==> src/rtl/inv_sub_add_key.sv <==
// rtl/inv_sub_add_key.sv - AES decryption feeder: InvShiftRows, InvSubBytes, AddRoundKey (fast mode: INV_SAK_FAST_EN)

// Combinational AES inverse S-box: inverse affine map followed by GF(2^8) inversion.
module inv_sbox (
    input  logic [7:0] i_byte,
    output logic [7:0] o_byte
);
    // Product in GF(2^8) modulo x^8 + x^4 + x^3 + x + 1.
    function automatic logic [7:0] gf_mul(input logic [7:0] a, input logic [7:0] b);
        logic [7:0] p;
        logic [7:0] x;
        p = 8'h00;
        x = a;
        for (int i = 0; i < 8; i++) begin
            if (b[i]) p = p ^ x;
            x = {x[6:0], 1'b0} ^ (x[7] ? 8'h1b : 8'h00);
        end
        return p;
    endfunction

    // Multiplicative inverse as a^254; maps 0 to 0 as AES requires.
    function automatic logic [7:0] gf_inv(input logic [7:0] a);
        logic [7:0] sq;
        logic [7:0] r;
        sq = a;
        r  = 8'h01;
        for (int k = 1; k < 8; k++) begin
            sq = gf_mul(sq, sq);
            r  = gf_mul(r, sq);
        end
        return r;
    endfunction

    logic [7:0] w_aff;

    // Undo the forward affine transform, then invert in the field.
    always_comb begin
        w_aff  = {i_byte[6:0], i_byte[7]} ^ {i_byte[4:0], i_byte[7:5]} ^
                 {i_byte[1:0], i_byte[7:2]} ^ 8'h05;
        o_byte = gf_inv(w_aff);
    end
endmodule

module inv_sub_add_key (
    input  logic         clk,
    input  logic         rst,
    input  logic         in_valid,
    output logic         in_ready,
    input  logic [127:0] in_state,
    input  logic [127:0] in_key,
    input  logic         in_last,
    output logic         out_valid,
    input  logic         out_ready,
    output logic [127:0] out_state,
    output logic         out_last
);
    typedef enum logic [1:0] {IDLE, RUN, DONE} state_t;

    state_t       r_state;
    state_t       w_next;
    logic [1:0]   r_col;
    logic [127:0] r_sh;
    logic [127:0] r_key;
    logic [127:0] r_out;
    logic         r_last;
    logic [127:0] w_shift;
    logic         w_capture;
    logic         w_in_ready;

    // InvShiftRows is pure wiring: dst(r,c) = src(r,(c-r) mod 4), byte k = 4c+r at bits [127-8k -: 8].
    always_comb begin
        w_shift = 128'h0;
        for (int c = 0; c < 4; c++) begin
            for (int r = 0; r < 4; r++) begin
                w_shift[127 - 8*(4*c + r) -: 8] = in_state[127 - 8*(4*((c - r) & 3) + r) -: 8];
            end
        end
    end

`ifdef INV_SAK_FAST_EN
    logic [127:0] w_sb;
    logic [127:0] w_full;

    for (genvar g = 0; g < 16; g++) begin : g_sbox
        inv_sbox u_sbox (
            .i_byte (r_sh[127 - 8*g -: 8]),
            .o_byte (w_sb[127 - 8*g -: 8])
        );
    end

    // Whole state substituted and keyed in one cycle.
    always_comb begin
        w_full = w_sb ^ r_key;
    end
`else
    logic [31:0] w_col_in;
    logic [31:0] w_key_col;
    logic [31:0] w_sb;
    logic [31:0] w_col_out;

    // Select the column currently being processed from the captured state and key.
    always_comb begin
        w_col_in  = r_sh[127:96];
        w_key_col = r_key[127:96];
        case (r_col)
            2'd0: begin w_col_in = r_sh[127:96]; w_key_col = r_key[127:96]; end
            2'd1: begin w_col_in = r_sh[95:64];  w_key_col = r_key[95:64];  end
            2'd2: begin w_col_in = r_sh[63:32];  w_key_col = r_key[63:32];  end
            default: begin w_col_in = r_sh[31:0]; w_key_col = r_key[31:0]; end
        endcase
        w_col_out = w_sb ^ w_key_col;
    end

    for (genvar g = 0; g < 4; g++) begin : g_sbox
        inv_sbox u_sbox (
            .i_byte (w_col_in[31 - 8*g -: 8]),
            .o_byte (w_sb[31 - 8*g -: 8])
        );
    end
`endif

    // Next-state and handshake decode.
    always_comb begin
        w_next     = r_state;
        w_capture  = 1'b0;
        w_in_ready = 1'b0;
        case (r_state)
            IDLE: begin
                w_in_ready = 1'b1;
                if (in_valid) begin
                    w_capture = 1'b1;
                    w_next    = RUN;
                end
            end
            RUN: begin
`ifdef INV_SAK_FAST_EN
                w_next = DONE;
`else
                if (r_col == 2'd3) w_next = DONE;
`endif
            end
            DONE: begin
`ifdef INV_SAK_FAST_EN
                w_in_ready = out_ready;
                if (out_ready) begin
                    if (in_valid) begin
                        w_capture = 1'b1;
                        w_next    = RUN;
                    end else begin
                        w_next = IDLE;
                    end
                end
`else
                if (out_ready) w_next = IDLE;
`endif
            end
            default: w_next = IDLE;
        endcase
    end

    // State register.
    always_ff @(posedge clk or posedge rst) begin
        if (rst) r_state <= IDLE;
        else     r_state <= w_next;
    end

    // Capture registers and output column writes.
    always_ff @(posedge clk or posedge rst) begin
        if (rst) begin
            r_col  <= 2'd0;
            r_sh   <= 128'h0;
            r_key  <= 128'h0;
            r_out  <= 128'h0;
            r_last <= 1'b0;
        end else if (w_capture) begin
            r_sh   <= w_shift;
            r_key  <= in_key;
            r_last <= in_last;
            r_col  <= 2'd0;
        end else if (r_state == RUN) begin
`ifdef INV_SAK_FAST_EN
            r_out <= w_full;
`else
            case (r_col)
                2'd0:    r_out[127:96] <= w_col_out;
                2'd1:    r_out[95:64]  <= w_col_out;
                2'd2:    r_out[63:32]  <= w_col_out;
                default: r_out[31:0]   <= w_col_out;
            endcase
            r_col <= r_col + 2'd1;
`endif
        end
    end

    assign in_ready  = w_in_ready;
    assign out_valid = (r_state == DONE);
    assign out_state = r_out;
    assign out_last  = r_last;
endmodule

==> config.mk <==
export PLATFORM = sky130hd
export DESIGN_NAME = inv_sub_add_key
export DESIGN_NICKNAME = d
export VERILOG_FILES = /design/src/rtl/inv_sub_add_key.sv
export SDC_FILE = /design/constraint.sdc
export NUM_CORES = 2
export LEC_CHECK = 0
export CAP_MARGIN = 10
export CORE_MARGIN = 2
export CORE_UTILIZATION = 52
export CTS_CLUSTER_SIZE = 25
export DETAILED_ROUTE_END_ITERATION = 10
export PLACE_DENSITY = 0.75
export SYNTH_ARGS = -nofsm -noshare
export SYNTH_HDL_FRONTEND = slang
export SYNTH_SLANG_ARGS = --single-unit
export TNS_END_PERCENT = 10
==> constraint.sdc <==
create_clock -name clk -period 15.7 [get_ports clk]
set_input_delay 3.14 -clock clk [delete_from_list [all_inputs] [get_ports clk]]
set_output_delay 3.14 -clock clk [all_outputs]
set_load 0.03 [all_outputs]
* Word-level counts from Yosys, hierarchy flattened *
Index checks and enable logic that the tools add are counted.

operators by class
  add/sub/neg operators = 1
  equal/unequal tests = 8
  mux-type cells = 823
  bitwise gates (word level) = 771
  reductions and logical operators = 9

operators with widths
  kind                                                                   number
  8-bit XOR                                                              736
  8-bit two-way mux                                                      420
  5-bit two-way mux                                                      368
  32-bit one-hot mux with 3 select lines                                 2
  32-bit XOR                                                             1
  7-bit two-way mux                                                      4
  1-bit inverter, first input constant                                   28
  6-bit two-way mux                                                      4
  2-bit two-way mux                                                      9
  4-bit two-way mux                                                      4
  3-bit AND reduction                                                    5
  3-bit two-way mux                                                      4
  2-bit inverter                                                         4
  1-bit two-way mux                                                      7
  2-bit equality test, second input constant                             3
  2-bit one-hot mux with 3 select lines                                  1
  2-bit by 1-bit equality test with 1-bit output, second input constant  2
  2-bit zero test                                                        2
  2-bit != test, second input constant                                   2
  3-bit OR reduction                                                     1
  2-bit by 1-bit adder with 2-bit output, second input constant          1
  2-bit by 1-bit != test with 1-bit output, second input constant        1
  1-bit inverter                                                         2
  2-bit nonzero test                                                     1

word-level totals
  flip-flop bits (word level) = 389
  input port bits = 261

* Longest topological paths before layout *
  depth after elaboration = 132
  gate-level depth with buffers = 83

* Cells and area by module *
Synthesis repeated with hierarchy kept, for this count alone.

second synthesis, totals
  cells, all modules = 9901
  area, all modules = 78562.8 um^2

modules (own cells, without submodules)
  module           times used  cells an instance  area each (um^2)
  inv_sbox         4           2149               15462.3
  inv_sub_add_key  1           1305               16713.5

* Worst setup path after synthesis *
Ideal clock, no wire load.

  path kind = register -> register
  start = reg r_col[0]
  end = reg r_out[115] (netlist: out_state[115])
  data arrival time = 17116 ps
  setup slack = -1547 ps
  cell stages (with the launch flop) = 77
  clock period less this slack = 17247 ps
  path through = dfrtp_1 ha_1 inv_2 buf_4 buf_6 buf_4 buf_2 buf_2 buf_2 buf_2 buf_2 nor2_1 a21oi_1 ha_1 clkbuf_1 xnor2_1 xnor2_1 nand2_1 (+41 left out) xnor2_1 o21ai_1 mux2_2 o311ai_0 a22oi_1 xnor2_1 or2_2 mux2i_1 o311ai_0 nand3_1 o311ai_0 a221o_1 xnor2_1 a21oi_1 xnor2_1 nor2_1 xnor2_1 o21ai_1

on the way
  cells in the longest elaborated chain, start to end = 130

RTL lines
  what                                         RTL line  text
  start: declaration                           61        logic [1:0] r_col;
  start signal: assignment                     190       r_col <= r_col + 2'd1;
  2-bit equality test (tied with other cells)  105       case (r_col)
  32-bit one-hot mux with 3 select lines       105
  8-bit XOR (2 in a row)                       38        w_aff = {i_byte[6:0], i_byte[7]} ^ {i_byte[4:0], i_byte[7:5]} ^
  2-bit inverter (no line)                     -
  8-bit two-way mux                            15        if (b[i]) p = p ^ x;
  8-bit XOR                                    15
  8-bit two-way mux                            15
  8-bit XOR                                    15
  (+113 left out)                              -
  8-bit two-way mux                            15
  8-bit XOR                                    15
  8-bit two-way mux                            15
  8-bit XOR                                    15
  8-bit two-way mux                            15
  8-bit XOR                                    15
  8-bit two-way mux                            15
  32-bit XOR                                   111       w_col_out = w_sb ^ w_key_col;
  end signal: assignment                       185       2'd0: r_out[127:96] <= w_col_out;
  end: declaration                             64        logic [127:0] r_out;

Parallel ways exist; a longest one is shown, timed or not.
A chain may end at the register's enable or synchronous reset.

* Worst setup path in the final report *
  start = reg r_col[1]
  end = reg r_out[75] (netlist: out_state[75])

on the way
  cells in the longest elaborated chain, start to end = 130

RTL lines
  what                                         RTL line  text
  2-bit equality test (tied with other cells)  105
  32-bit one-hot mux with 3 select lines       105
  8-bit XOR (2 in a row)                       38
  2-bit inverter (no line)                     -
  8-bit two-way mux                            15
  8-bit XOR                                    15
  8-bit two-way mux                            15
  8-bit XOR                                    15
  (+113 left out)                              -
  8-bit two-way mux                            15
  8-bit XOR                                    15
  8-bit two-way mux                            15
  8-bit XOR                                    15
  8-bit two-way mux                            15
  8-bit XOR                                    15
  8-bit two-way mux                            15
  32-bit XOR                                   111
  end signal: assignment                       186       2'd1: r_out[95:64] <= w_col_out;

Parallel ways exist; a longest one is shown, timed or not.

==> summary.txt <==
CTS
  – Clock Sinks: 389
  – H-tree levels: 2
  – Longest Clk Path Bufs: 3
  – Clock Tree Root: clkbuf_16
  – CTS tree: built
  – Num CTS Buffers: 38
  – Clock Latency Late Sink: 0.61 ns
  – Clock slew at reported path FFs: 0.07 ns

Layout
  – Layout cell share with drive strength beyond 1: 0.2131
  – Filler cells: 12385
  – Commonest non-fill, non-tap cell in the layout: xnor2_1
  – # nets final: 11126
  – Multi-input logic area: 67970 um^2
  – Register area: 9737 um^2
  – Most frequent cells in the layout: xnor2_1 (1673), nor2_1 (1294), nand2_1 (1034), buf_4 (1034), a21oi_1 (503)
  – Area delta synth->final: 22.85%

STA
  – Final Cycle Share: 0.9837
  – RSZ-0062 raised after global routing: true
  – Max-slew headroom: 0.07117
  – Max-slew violation count: 0
  – Minimum clock period: 15.44 ns
  – Clk_skew: 0.05398 ns
  – Fin Hold WS: 0.4790 ns
  – Hold Vio Cnt, Final: 0
  – Fmax achieved: 64.75 MHz
  – Tightest Pin Transition: 1.379 ns
  – Final setup viols: 0

Synth
  – Syn nets: 10325
  – Synthesized-area fraction occupied by adder cells: 0.006667
  – Synth Area in Compound Gates: 0.1784
  – Library cells used by synthesis: 113
  – Mux cell area share after synthesis: 0.08812
  – Syn Area/Cell: 7.671 um^2
  – Synth Area in Simple Gates: 0.1780
  – Commonest register cell after synthesis: dfrtp_1
  – Post-synthesis sequential area ratio: 0.1265
  – Post-synth EDFFs: 0
  – #FFs+latches synth: 389
  – Largest family of logic cells by synthesized area: XOR/XNOR gates
  – Syn. warnings: 0
  – Asr flop ratio synth: 1.000
  – Synth Area in XOR/XNOR: 0.3755
  – Post-Syn Area: 76950 um^2
  – Syn Inst Count: 10031

Routing
  – Avg WL per Cell: 20.58 um
  – Drt via density: 6.106
  – Post-DRT Antenna Nets: 0
  – Routed wire length: 263300 um
  – Residual DRC count: 0
  – Initial drt markers: 8565
  – Drt pass-1 iters: 7
  – Detailed-route via count: 78106

Critical path
  – Critical path data arrival time: 15.93 ns
  – Critical path's slowest cell: xnor3_2
  – CP Max Fanout: 16
  – Reg-to-Reg Start: r_col[1]
  – Worst Setup SP: r_col[1]
  – Setup CP Type: flip-flop to flip-flop
  – Most frequent CP cell: buf_4
  – Startpoint Class: flip-flop
  – Max incr delay on CP: 0.54 ns
  – Worst Path Required: 16.19 ns
  – CP endpoint kind: flip-flop

Placement
  – Final Wtd Congestion: 0.9831
  – PortBufs: 391
  – DP Wirelength: 192600 um

Min path
  – Worst Hold Class: flip-flop to flip-flop
  – Hold Path Origin: out_state[34]

Floorplanning
  – Initial Utilization: 0.5223
  – Row Count: 141
  – Die area: 151100 um^2
  – Core area: 147300 um^2
  – Die height: 388.7 um
  – Num ports: 392
  – DIE WIDTH: 388.7 um

GRT
  – Vias in the first global route: 72690
  – Largest net degree at the start of global routing: 117
  – Global-route wire length before repair: 408000 um
  – Initial antenna violation count: 1
  – GR Overflow Total: 0
  – Global-route usage over all layers: 0.3262

Run status
  – Status: finished, final reports clean

Run
  – Total of max-cap violations: 0
per-stage QoR:
| stage | utilization | TNS, ns | worst slack, ns | cell area [um^2] | instances |
|---|---|---|---|---|---|
| 2_1_floorplan | - | -0.3090 | -0.07998 | 77240 | 10031 |
| 3_3_place_gp | 0.5914 | -64.53 | -0.8213 | 87120 | 12442 |
| 3_5_place_dp | 0.5914 | -98.15 | -0.9692 | 87120 | 12442 |
| 4_1_cts | 0.6115 | -0.01974 | -0.008543 | 90080 | 12588 |
| 5_1_grt | 0.6417 | -19.84 | -0.3967 | 94520 | 12791 |
| 6_report | 0.6417 | 0 | 0.2556 | 94530 | 12792 |
final timing paths:
| check | to | slack, ns | cells past startpoint |
|---|---|---|---|
| setup / recovery | out_state[75] | 0.26 | 69 |
| hold / removal | out_state[34] | 0.48 | 2 |
| setup reg to reg | out_state[75] | 0.26 | 69 |
| hold reg to reg | out_state[34] | 0.48 | 2 |
| max in group asynchronous | out_state[32] | 10.18 | 4 |
| min in group asynchronous | r_sh[71] | 3.08 | 2 |
cell type report:
class	instances	share of cell area
clock inverter	19	0.002939
multi-input combinational	8781	0.7190
antenna	1	0.00002647
tap	1930	0.02555
sequential	389	0.1030
timing repair buffer	1480	0.1321
clock buffer	50	0.01150
inverter	142	0.005877
sequential cells by signal, summed over array words and instances (netlist names):
register	flops
out_state	128
r_col	2
r_state	2
r_sh	128
r_key	128
out_last	1
critical path, delay by kind of cell, from the launching register on:
kind / cells / cell delay (ns)
AO/OA/AOI/OAI: 29 / 6.63
XOR/XNOR: 13 / 2.93
multiplexers: 5 / 1.16
flip-flops: 1 / 0.37
AND/OR/NAND/NOR: 7 / 1.43
buffers and inverters: 13 / 2.24
adder cells (fa/ha/maj): 2 / 0.55
what timing repair did:
item                       4_1_cts  5_1_grt
setup buffers                   76      195
pin swaps                       45      217
cloned                           1        5
gates resized for setup        135      486
setup endpoints to repair      128      128
hold buffers                     0        0
layer usage:
metal | share of wire | vias up | track usage
met5 | 0 | - | 0
met1 | 0.42 | 37743 | 0.4545
met2 | 0.47 | 3681 | 0.5342
met4 | 0.028 | 0 | 0.08999
met3 | 0.080 | 490 | 0.03483
li1 | - | 36192 | -
synth_stat cells (all sizes together), types with 22 or more instances:
master	count	area share
o32ai	22	0.0025
xor2	544	0.067
o221ai	31	0.0035
and3	41	0.0033
inv	124	0.0060
mux2	338	0.049
nand2b	54	0.0044
a22oi	65	0.0063
nand2	1043	0.051
clkbuf	484	0.024
nor2	1310	0.064
xnor3	188	0.055
o21a	38	0.0037
o21ai	602	0.039
a21oi	527	0.035
nand3	224	0.015
o2111ai	22	0.0026
buf	238	0.016
and2	63	0.0051
o22ai	114	0.0093
a31oi	61	0.0050
o31ai	34	0.0033
xor3	22	0.0068
a21o	26	0.0025
nor4	34	0.0028
nor3	219	0.015
o211ai	95	0.0093
a222oi	67	0.0087
nand4	22	0.0018
o311ai	25	0.0028
or2	35	0.0028
a221oi	41	0.0047
a32oi	27	0.0033
xnor2	2039	0.25
a311oi	35	0.0040
nor2b	52	0.0042
a211oi	97	0.0096
mux2i	279	0.037
or3	48	0.0039
ha	33	0.0054
dfrtp	389	0.13
cells by family (layout without fill, tap and decap cells):
| group | Yosys count | in the layout |
|---|---|---|
| mux | 623 | 623 |
| flops | 389 | 389 |
| buf+inv | 864 | 1691 |
| other cells | 0 | 1 |
| compound gates | 2123 | 2123 |
| fa+ha+maj | 43 | 43 |
| simple gates | 3196 | 3196 |
| xor+xnor | 2793 | 2796 |
Power is left out: the tool's default activity adds up to more than one toggle a clock period on the data nets, which glitch-free logic cannot reach.
